`src/rtl/fog_pkg.sv`:
```
// Shared types and helpers for the FOG loop sequencer.
package fog_pkg;

    localparam int unsigned DATA_W = 32;

    typedef enum logic [2:0] {
        ST_IDLE      = 3'd0,
        ST_SETTLE    = 3'd1,
        ST_CAL       = 3'd2,
        ST_ENGAGE    = 3'd3,
        ST_GAIN_STEP = 3'd4,
        ST_LOCK_WAIT = 3'd5,
        ST_LOCKED    = 3'd6,
        ST_FAULT     = 3'd7
    } state_e;

    // Magnitude of a signed word; the most negative value saturates to max positive.
    function automatic logic [DATA_W-1:0] abs_sat(input logic signed [DATA_W-1:0] x);
        logic [DATA_W-1:0] r;
        if (x == {1'b1, {(DATA_W-1){1'b0}}}) begin
            r = {1'b0, {(DATA_W-1){1'b1}}};
        end else if (x[DATA_W-1]) begin
            r = DATA_W'(-x);
        end else begin
            r = DATA_W'(x);
        end
        return r;
    endfunction

endpackage

```
`src/rtl/fog_period_counter.sv`:
```
// Saturating event counter with clear; flags the increment that reaches the terminal count.
module fog_period_counter
    import fog_pkg::*;
(
    input  logic              clk_i,
    input  logic              rst_i,
    input  logic              clr_i,
    input  logic              inc_i,
    input  logic [DATA_W-1:0] term_i,
    output logic              hit_c_o
);

    logic [DATA_W-1:0] count_q;
    logic [DATA_W-1:0] count_d;

    // Next count: clear wins, otherwise count up and stick at all-ones.
    always_comb begin
        count_d = count_q;
        if (clr_i) begin
            count_d = '0;
        end else if (inc_i && (count_q != '1)) begin
            count_d = count_q + DATA_W'(1);
        end
    end

    // Count register.
    always_ff @(posedge clk_i) begin
        if (rst_i) begin
            count_q <= '0;
        end else begin
            count_q <= count_d;
        end
    end

    // Independent of clr_i so the FSM may derive its clear from this flag.
    assign hit_c_o = inc_i &&
                     (((DATA_W+1)'(count_q) + (DATA_W+1)'(1)) >= (DATA_W+1)'(term_i));

endmodule

```
`src/rtl/fog_loop_sequencer.sv`:
```
// Bring-up, calibration, gain scheduling and lock supervision for the FOG loop.
module fog_loop_sequencer
    import fog_pkg::*;
#(
    parameter int unsigned SETTLE_PERIODS  = 64,
    parameter int unsigned CAL_LOG2        = 10,
    parameter int unsigned GAIN_START      = 12,
    parameter int unsigned GAIN_HOLD       = 256,
    parameter int unsigned LOCK_CNT        = 16,
    parameter int unsigned FAULT_CNT       = 8,
    parameter int unsigned TIMEOUT_PERIODS = 65535
) (
    input  logic        i_clk,
    input  logic        i_rst,
    input  logic        i_start,
    input  logic        i_rate_sync,
    input  logic [31:0] i_err,
    input  logic [31:0] i_gain_final,
    input  logic [31:0] i_lock_thr,
    input  logic [31:0] i_fault_thr,
    output logic        o_mod_en,
    output logic [31:0] o_fb_ON,
    output logic [31:0] o_gain_sel,
    output logic [31:0] o_err_offset,
    output logic        o_locked,
    output logic        o_fault,
    output logic [2:0]  o_state
);

    localparam int unsigned       ACC_W       = DATA_W + CAL_LOG2;
    localparam logic [DATA_W-1:0] GAIN_INIT   = DATA_W'(GAIN_START);
    localparam logic [DATA_W-1:0] SETTLE_TERM = DATA_W'(SETTLE_PERIODS);
    localparam logic [DATA_W-1:0] CAL_TERM    = DATA_W'(64'd1 << CAL_LOG2);
    localparam logic [DATA_W-1:0] HOLD_TERM   = DATA_W'(GAIN_HOLD);
    localparam logic [DATA_W-1:0] TOUT_TERM   = DATA_W'(TIMEOUT_PERIODS);
    localparam logic [DATA_W-1:0] LOCK_TERM   = DATA_W'(LOCK_CNT);
    localparam logic [DATA_W-1:0] FAULT_TERM  = DATA_W'(FAULT_CNT);

    state_e                    state_q, state_d;
    logic                      rate_q;
    logic                      pulse_c;
    logic [DATA_W-1:0]         err_abs_c;
    logic                      mod_en_q, mod_en_d;
    logic                      fb_on_q, fb_on_d;
    logic                      locked_q, locked_d;
    logic                      fault_q, fault_d;
    logic [DATA_W-1:0]         gain_q, gain_d;
    logic signed [DATA_W-1:0]  offset_q, offset_d;
    logic signed [ACC_W-1:0]   acc_q, acc_d, acc_sum_c;
    logic                      per_inc_c, per_clr_c, per_hit_c;
    logic [DATA_W-1:0]         per_term_c;
    logic                      run_inc_c, run_clr_c, run_hit_c, run_cond_c;
    logic [DATA_W-1:0]         run_term_c;

    assign pulse_c   = i_rate_sync && !rate_q;
    assign err_abs_c = abs_sat(i_err);
    assign acc_sum_c = acc_q + ACC_W'($signed(i_err));

    // Period counter: settle, calibration, gain hold and lock timeout.
    fog_period_counter u_per_cnt (
        .clk_i   (i_clk),
        .rst_i   (i_rst),
        .clr_i   (per_clr_c),
        .inc_i   (per_inc_c),
        .term_i  (per_term_c),
        .hit_c_o (per_hit_c)
    );

    // Consecutive-sample counter: lock qualification and fault detection.
    fog_period_counter u_run_cnt (
        .clk_i   (i_clk),
        .rst_i   (i_rst),
        .clr_i   (run_clr_c),
        .inc_i   (run_inc_c),
        .term_i  (run_term_c),
        .hit_c_o (run_hit_c)
    );

    // Counter increment/terminal selection from the current state.
    always_comb begin
        per_inc_c  = 1'b0;
        per_term_c = TOUT_TERM;
        run_cond_c = 1'b0;
        run_term_c = LOCK_TERM;
        case (state_q)
            ST_SETTLE:    begin per_inc_c = pulse_c; per_term_c = SETTLE_TERM; end
            ST_CAL:       begin per_inc_c = pulse_c; per_term_c = CAL_TERM;    end
            ST_GAIN_STEP: begin per_inc_c = pulse_c; per_term_c = HOLD_TERM;   end
            ST_LOCK_WAIT: begin
                per_inc_c  = pulse_c;
                per_term_c = TOUT_TERM;
                run_cond_c = err_abs_c < i_lock_thr;
            end
            ST_LOCKED: begin
                run_cond_c = err_abs_c >= i_fault_thr;
                run_term_c = FAULT_TERM;
            end
            default: ;
        endcase
        run_inc_c = pulse_c && run_cond_c;
    end

    // State and output registers.
    always_ff @(posedge i_clk) begin
        if (i_rst) begin
            state_q  <= ST_IDLE;
            rate_q   <= 1'b0;
            mod_en_q <= 1'b0;
            fb_on_q  <= 1'b0;
            locked_q <= 1'b0;
            fault_q  <= 1'b0;
            gain_q   <= GAIN_INIT;
            offset_q <= '0;
            acc_q    <= '0;
        end else begin
            state_q  <= state_d;
            rate_q   <= i_rate_sync;
            mod_en_q <= mod_en_d;
            fb_on_q  <= fb_on_d;
            locked_q <= locked_d;
            fault_q  <= fault_d;
            gain_q   <= gain_d;
            offset_q <= offset_d;
            acc_q    <= acc_d;
        end
    end

    // Next-state logic; dropping i_start overrides everything.
    always_comb begin
        state_d = state_q;
        if (!i_start) begin
            state_d = ST_IDLE;
        end else begin
            case (state_q)
                ST_IDLE:      state_d = ST_SETTLE;
                ST_SETTLE:    if (per_hit_c) state_d = ST_CAL;
                ST_CAL:       if (per_hit_c) state_d = ST_ENGAGE;
                ST_ENGAGE:    state_d = ST_GAIN_STEP;
                ST_GAIN_STEP: begin
                    if (i_gain_final >= gain_q) begin
                        state_d = ST_LOCK_WAIT;
                    end else if (per_hit_c && ((gain_q - DATA_W'(1)) <= i_gain_final)) begin
                        state_d = ST_LOCK_WAIT;
                    end
                end
                ST_LOCK_WAIT: begin
                    if (run_hit_c) begin
                        state_d = ST_LOCKED;
                    end else if (per_hit_c) begin
                        state_d = ST_FAULT;
                    end
                end
                ST_LOCKED:    if (run_hit_c) state_d = ST_FAULT;
                ST_FAULT:     state_d = ST_FAULT;
                default:      state_d = ST_IDLE;
            endcase
        end
    end

    // Output, accumulator and counter-clear logic.
    always_comb begin
        mod_en_d  = state_d != ST_IDLE;
        fb_on_d   = state_d inside {ST_ENGAGE, ST_GAIN_STEP, ST_LOCK_WAIT, ST_LOCKED};
        locked_d  = state_d == ST_LOCKED;
        fault_d   = state_d == ST_FAULT;
        gain_d    = gain_q;
        offset_d  = offset_q;
        acc_d     = acc_q;
        per_clr_c = (state_q == ST_IDLE) || (state_d != state_q) ||
                    ((state_q == ST_GAIN_STEP) && per_hit_c);
        run_clr_c = (state_q == ST_IDLE) || (state_d != state_q) ||
                    (pulse_c && !run_cond_c);

        if ((state_d == ST_IDLE) || (state_d == ST_ENGAGE)) begin
            gain_d = GAIN_INIT;
        end else if ((state_q == ST_GAIN_STEP) && per_hit_c && (i_gain_final < gain_q)) begin
            gain_d = gain_q - DATA_W'(1);
        end

        if ((state_d == ST_CAL) && (state_q != ST_CAL)) begin
            acc_d = '0;
        end else if ((state_q == ST_CAL) && pulse_c) begin
            acc_d = acc_sum_c;
            if (state_d == ST_ENGAGE) begin
                offset_d = DATA_W'(acc_sum_c >>> CAL_LOG2);
            end
        end
    end

    assign o_mod_en     = mod_en_q;
    assign o_fb_ON      = {{(DATA_W-1){1'b0}}, fb_on_q};
    assign o_gain_sel   = gain_q;
    assign o_err_offset = offset_q;
    assign o_locked     = locked_q;
    assign o_fault      = fault_q;
    assign o_state      = state_q;

endmodule

```
`config.mk`:
```
export PLATFORM = sky130hd
export DESIGN_NAME = fog_loop_sequencer
export DESIGN_NICKNAME = d
export VERILOG_FILES = /design/src/rtl/fog_pkg.sv /design/src/rtl/fog_period_counter.sv /design/src/rtl/fog_loop_sequencer.sv
export SDC_FILE = /design/constraint.sdc
export NUM_CORES = 1
export LEC_CHECK = 0
export ABC_AREA = 0
export BUFFER_PORTS_ARGS = -buffer_cell sky130_fd_sc_hd__buf_4
export CORE_UTILIZATION = 50
export CTS_CLUSTER_DIAMETER = 50
export CTS_CLUSTER_SIZE = 8
export DETAILED_ROUTE_END_ITERATION = 10
export PLACE_DENSITY_LB_ADDON = 0.3
export SLEW_MARGIN = 20
export SYNTH_ARGS = -nofsm -noshare
export SYNTH_HDL_FRONTEND = slang
export SYNTH_SLANG_ARGS = --single-unit
```
`constraint.sdc`:
```
create_clock -name i_clk -period 9.7 [get_ports i_clk]
set_clock_uncertainty 0.15 [all_clocks]
set_input_delay 1.455 -clock i_clk [delete_from_list [all_inputs] [get_ports i_clk]]
set_output_delay 1.455 -clock i_clk [all_outputs]
set_load 0.005 [all_outputs]
```
==> impl_summary.txt <==
----------------------------------------------------
[Outcome]
  Status ... finished, final reports clean

[Setup path]
  Sort of element at the end of the critical path ... register
  Crit path max fanout ... 16
  Cell family contributing the most delay on the critical path ... simple AND/OR/NAND/NOR gates
  Logic depth of the worst register-to-register path ... 22
  Worst path bufs/invs ... 2
  R2R setup slack ... 2710 ps
  Critical path class ... in2reg
  CP Data Required Time ... 9890 ps
  Cell breakdown of the critical path ... buf_4 -> nor3_1 -> nand3_1 -> nor4_1 -> nand2_1 -> or4_1 -> or4_1 -> o21ai_0 -> xor2_1 -> nand2_1 -> ha_1 -> a21o_1 -> a21o_1 -> a22o_1 -> nor4_1 -> o21ai_0 -> o211ai_4 -> o311ai_4 -> mux2_4 -> a21boi_4 -> buf_4 -> mux2_1
  Launching point of the worst reg2reg path ... o_gain_sel[0]$_SDFFE_PP0P_
  Master of the slowest instance on the critical path ... or4_1
  Peak per-stage delay on the critical path ... 600 ps
  Reg2reg end ... u_per_cnt.count_q[20]$_SDFFE_PP0P_
  Arrival time at the worst endpoint ... 7730 ps
  Critical path startpoint category ... input pin

[Floorplanning]
  Die extent in y ... 184 um
  Placeable core area ... 0.0325 sq mm
  Cell row count ... 66
  Ports ... 234
  Horizontal die dimension ... 184 um
  Full die area ... 0.0338 sq mm
  Initial standard-cell utilization of the core ... 0.507

[Global routing]
  Global-route wire length before repair ... 73.5 mm
  Total GRT Usage ... 0.267
  Overflow left after global routing ... 0
  Initial antenna violation count ... 1
  Vias in the first global route ... 14,900
  Maximum number of pins on one net before global-route repair ... 54

[Yosys]
  Xor/xnor share of the synthesized area ... 0.110
  Average cell area after synthesis ... 7.63 sq um
  Post-synthesis sequential area ratio ... 0.216
  Multiplexer share of the synthesized area ... 0.0274
  Leading post-synthesis cells by instance count ... nand2_1, ha_1, dfxtp_1
  Number of synthesis warnings ... 0
  Synthesized instance count ... 2,165
  Most repeated cell in the gate-level netlist after synthesis ... nand2_1
  Area leader, netlist ... dfxtp_1
  Arithmetic-cell share of the synthesized area counting full adders, half adders and majority gates ... 0.146
  Top-area cell type share of the netlist area ... 0.216
  Synthesized-area fraction occupied by ao, oa, aoi and oai cells ... 0.170
  Top_reg_cell synth ... dfxtp_1
  Share of synthesized flip-flops with an asynchronous set or reset ... 0
  Synth top area cells ... dfxtp_1, ha_1, xnor2_1
  Cell variety after synth ... 88
  Summed instance area of the synthesized netlist ... 0.0165 sq mm
  Main combinational cell family by area after synthesis ... simple AND/OR/NAND/NOR gates
  Number of enable-type register cells in the synthesized netlist ... 0
  Simple logic cell fraction of the synthesized area ... 0.255
  Number of synthesized register bits ... 178

[STA]
  Final Max Tran Viols ... 0
  Max-slew headroom ... 0.400
  RSZ-0062 raised after global routing ... no
  Final hold vios ... 0
  Final Critical Period ... 7530 ps
  Worst hold slack across all endpoints ... 309 ps
  Setup tns final ... 0 ps
  Worst setup slack after layout ... 2170 ps
  Finish-stage setup viols ... 0
  Crit share post-route ... 0.777
  Peak Freq ... 133 MHz
  Worst slew pin tran ... 898 ps

[Clock tree]
  CTS tree ... yes
  Post-CTS Setup Inserts ... 0
  Hold bufs inserted after CTS ... 0
  Cell at the root of the clock tree ... clkbuf_16
  Sinks on the clock net ... 178
  CTS buffer count ... 17
  PostCTS Resize Cnt ... 0
  Number of levels in the clock H-tree ... 4
  Max Root-Sink Buffers ... 2
  CTS clock-pin slew for the worst setup and hold paths ... 70 ps
  Clock insertion delay at the later pin of the skew report ... 460 ps

[Cells and area]
  Layout overhead on the synthesized area ... 13.5%
  Layout filler cell count ... 3,072
  Proportion of layout cells with a drive suffix above 1 ... 0.124
  Layout Cell Area excl Fill ... 0.0187 sq mm
  Nets ... 2,626

[Drt]
  Count of vias placed by the detailed router ... 15,800
  First-iteration detailed-routing DRC count ... 974
  Detail-routed net length per standard cell ... 16.2 um
  Post-route DRC ... 0
  Final wirelength ... 44.7 mm
  Final ANT Viol Nets ... 0
  Ratio of routed vias to standard cells ... 5.71
  Detailed Routing Iterations Pass 1 ... 5

[Place]
  Post-detailed-placement half-perimeter wirelength ... 34.2 mm
  Placement Setup Slack ... 1700 ps
  Placed Instance Area ... 0.0182 sq mm
  Routability Congestion ... 0.927
  Number of buffers inserted by port buffering ... 202

[Hold path]
  Hold Crit Class ... reg2reg
  Hold Crit Start ... o_err_offset[3]$_SDFFE_PP0P_
  Hold Path Sink ... o_err_offset[3]$_SDFFE_PP0P_
  Hold path cells ... 2

[Flow run]
  Number of max-cap violations ... 0

[Power]
  Worst VDD drop ... 0.000126 V
  LEAKAGE ... 8.27 nW
  Power per cell area ... 90.1 mW/mm^2

----------------------------------------------------
[how the worst max path moves through the flow]
stage	from	endpoint	slack, ps	depth (start not counted)
after global routing	i_err[3]	u_per_cnt.count_q[27]$_SDFFE_PP0P_	1660	22
after CTS	i_err[3]	u_per_cnt.count_q[27]$_SDFFE_PP0P_	2140	22
after floorplan	i_err[3]	u_per_cnt.count_q[27]$_SDFFE_PP0P_	3010	21
final	i_err[3]	u_per_cnt.count_q[27]$_SDFFE_PP0P_	2170	22
after global placement	i_err[3]	u_per_cnt.count_q[27]$_SDFFE_PP0P_	1820	22
after detailed placement	i_err[3]	u_per_cnt.count_q[27]$_SDFFE_PP0P_	1700	22
[metal layers]
layer,up-vias,track usage,share of wire,wire length (um)
met4,0,0.0923,0.025,1140
li1,7876,-,-,-
met3,66,0.0365,0.053,2390
met5,-,0,0,0
met2,442,0.458,0.47,21100
met1,7369,0.341,0.45,20100
[state kept, by name (all words and copies together), names as in the netlist]
signal / flops
acc_q: 42
fb_on_q: 1
o_err_offset: 32
o_fault: 1
o_gain_sel: 32
o_locked: 1
o_mod_en: 1
o_state: 3
rate_q: 1
u_per_cnt.count_q: 32
u_run_cnt.count_q: 32
[cell usage in the layout, fill, tap and decap left out, drive strengths merged, types with 11 or more instances in the layout]
master,count
a211oi,28
a21o,48
a21oi,166
a31oi,13
and2,12
and3,30
and4,18
buf,220
clkbuf,17
conb,31
dfxtp,178
ha,191
inv,165
mux2i,38
nand2,252
nand2b,17
nand3,75
nand4,62
nor2,146
nor2b,23
nor3,63
nor4,18
o21a,15
o21ai,62
o31ai,13
or2,11
or3,14
or3b,29
or4,17
xnor2,126
xor2,81
[power breakdown]
part           switching, W  internal (W)  total [W]
sequential       0.00000146      0.000731   0.000732
clock              0.000327      0.000355   0.000682
combinational      0.000156      0.000120   0.000275
total              0.000484       0.00121    0.00169
[metrics by stage]
| stage | std cells | total power [W] | utilization |
|---|---|---|---|
| floorplan | 2195 | 0.000925 | - |
| finish | 2757 | 0.00169 | 0.576 |
| CTS | 2756 | 0.00170 | 0.576 |
| detailed placement | 2725 | 0.00102 | 0.559 |
| global route | 2756 | 0.00177 | 0.576 |
| global placement | 2725 | 0.00101 | 0.559 |
[kinds of logic after synthesis]
kind of cell               after synthesis
muxes                                   44
xor gates and xnor gates               207
adders and majority gates              192
buffers and inverters                  292
other                                    1
DFF                                    178
and+or+nand+nor                        817
AOI/OAI and AO/OA                      434
[worst reg2reg max path: stages (launching register included)]
cell	delay, ps
dfxtp_1	380
inv_1	90
ha_1	210
or3b_2	520
or4_1	520
nand4b_1	300
or3_1	440
or3_1	370
nand2b_1	250
nor2_1	280
nand2_1	110
xnor2_1	140
ha_1	300
nand4_1	90
nor2_1	150
nand4_1	140
nor3_1	320
a211oi_1	130
a31o_2	250
a311o_1	350
a21oi_1	420
nand3_2	630
a21oi_1	370
[final cells by class]
| type | instances | area (sq um) | share of cell area |
|---|---|---|---|
| multi-input cells | 1725 | 11800 | 0.631 |
| inverters | 160 | 601 | 0.0320 |
| well taps | 442 | 553 | 0.0295 |
| flip-flops and latches | 178 | 3560 | 0.190 |
| repair buffers | 220 | 1650 | 0.0881 |
| diodes | 1 | 2.50 | 0.000133 |
| clock buffers | 17 | 425 | 0.0227 |
| clock inverters | 14 | 130 | 0.00694 |
Note: power is estimated with default switching activity, not from simulation.
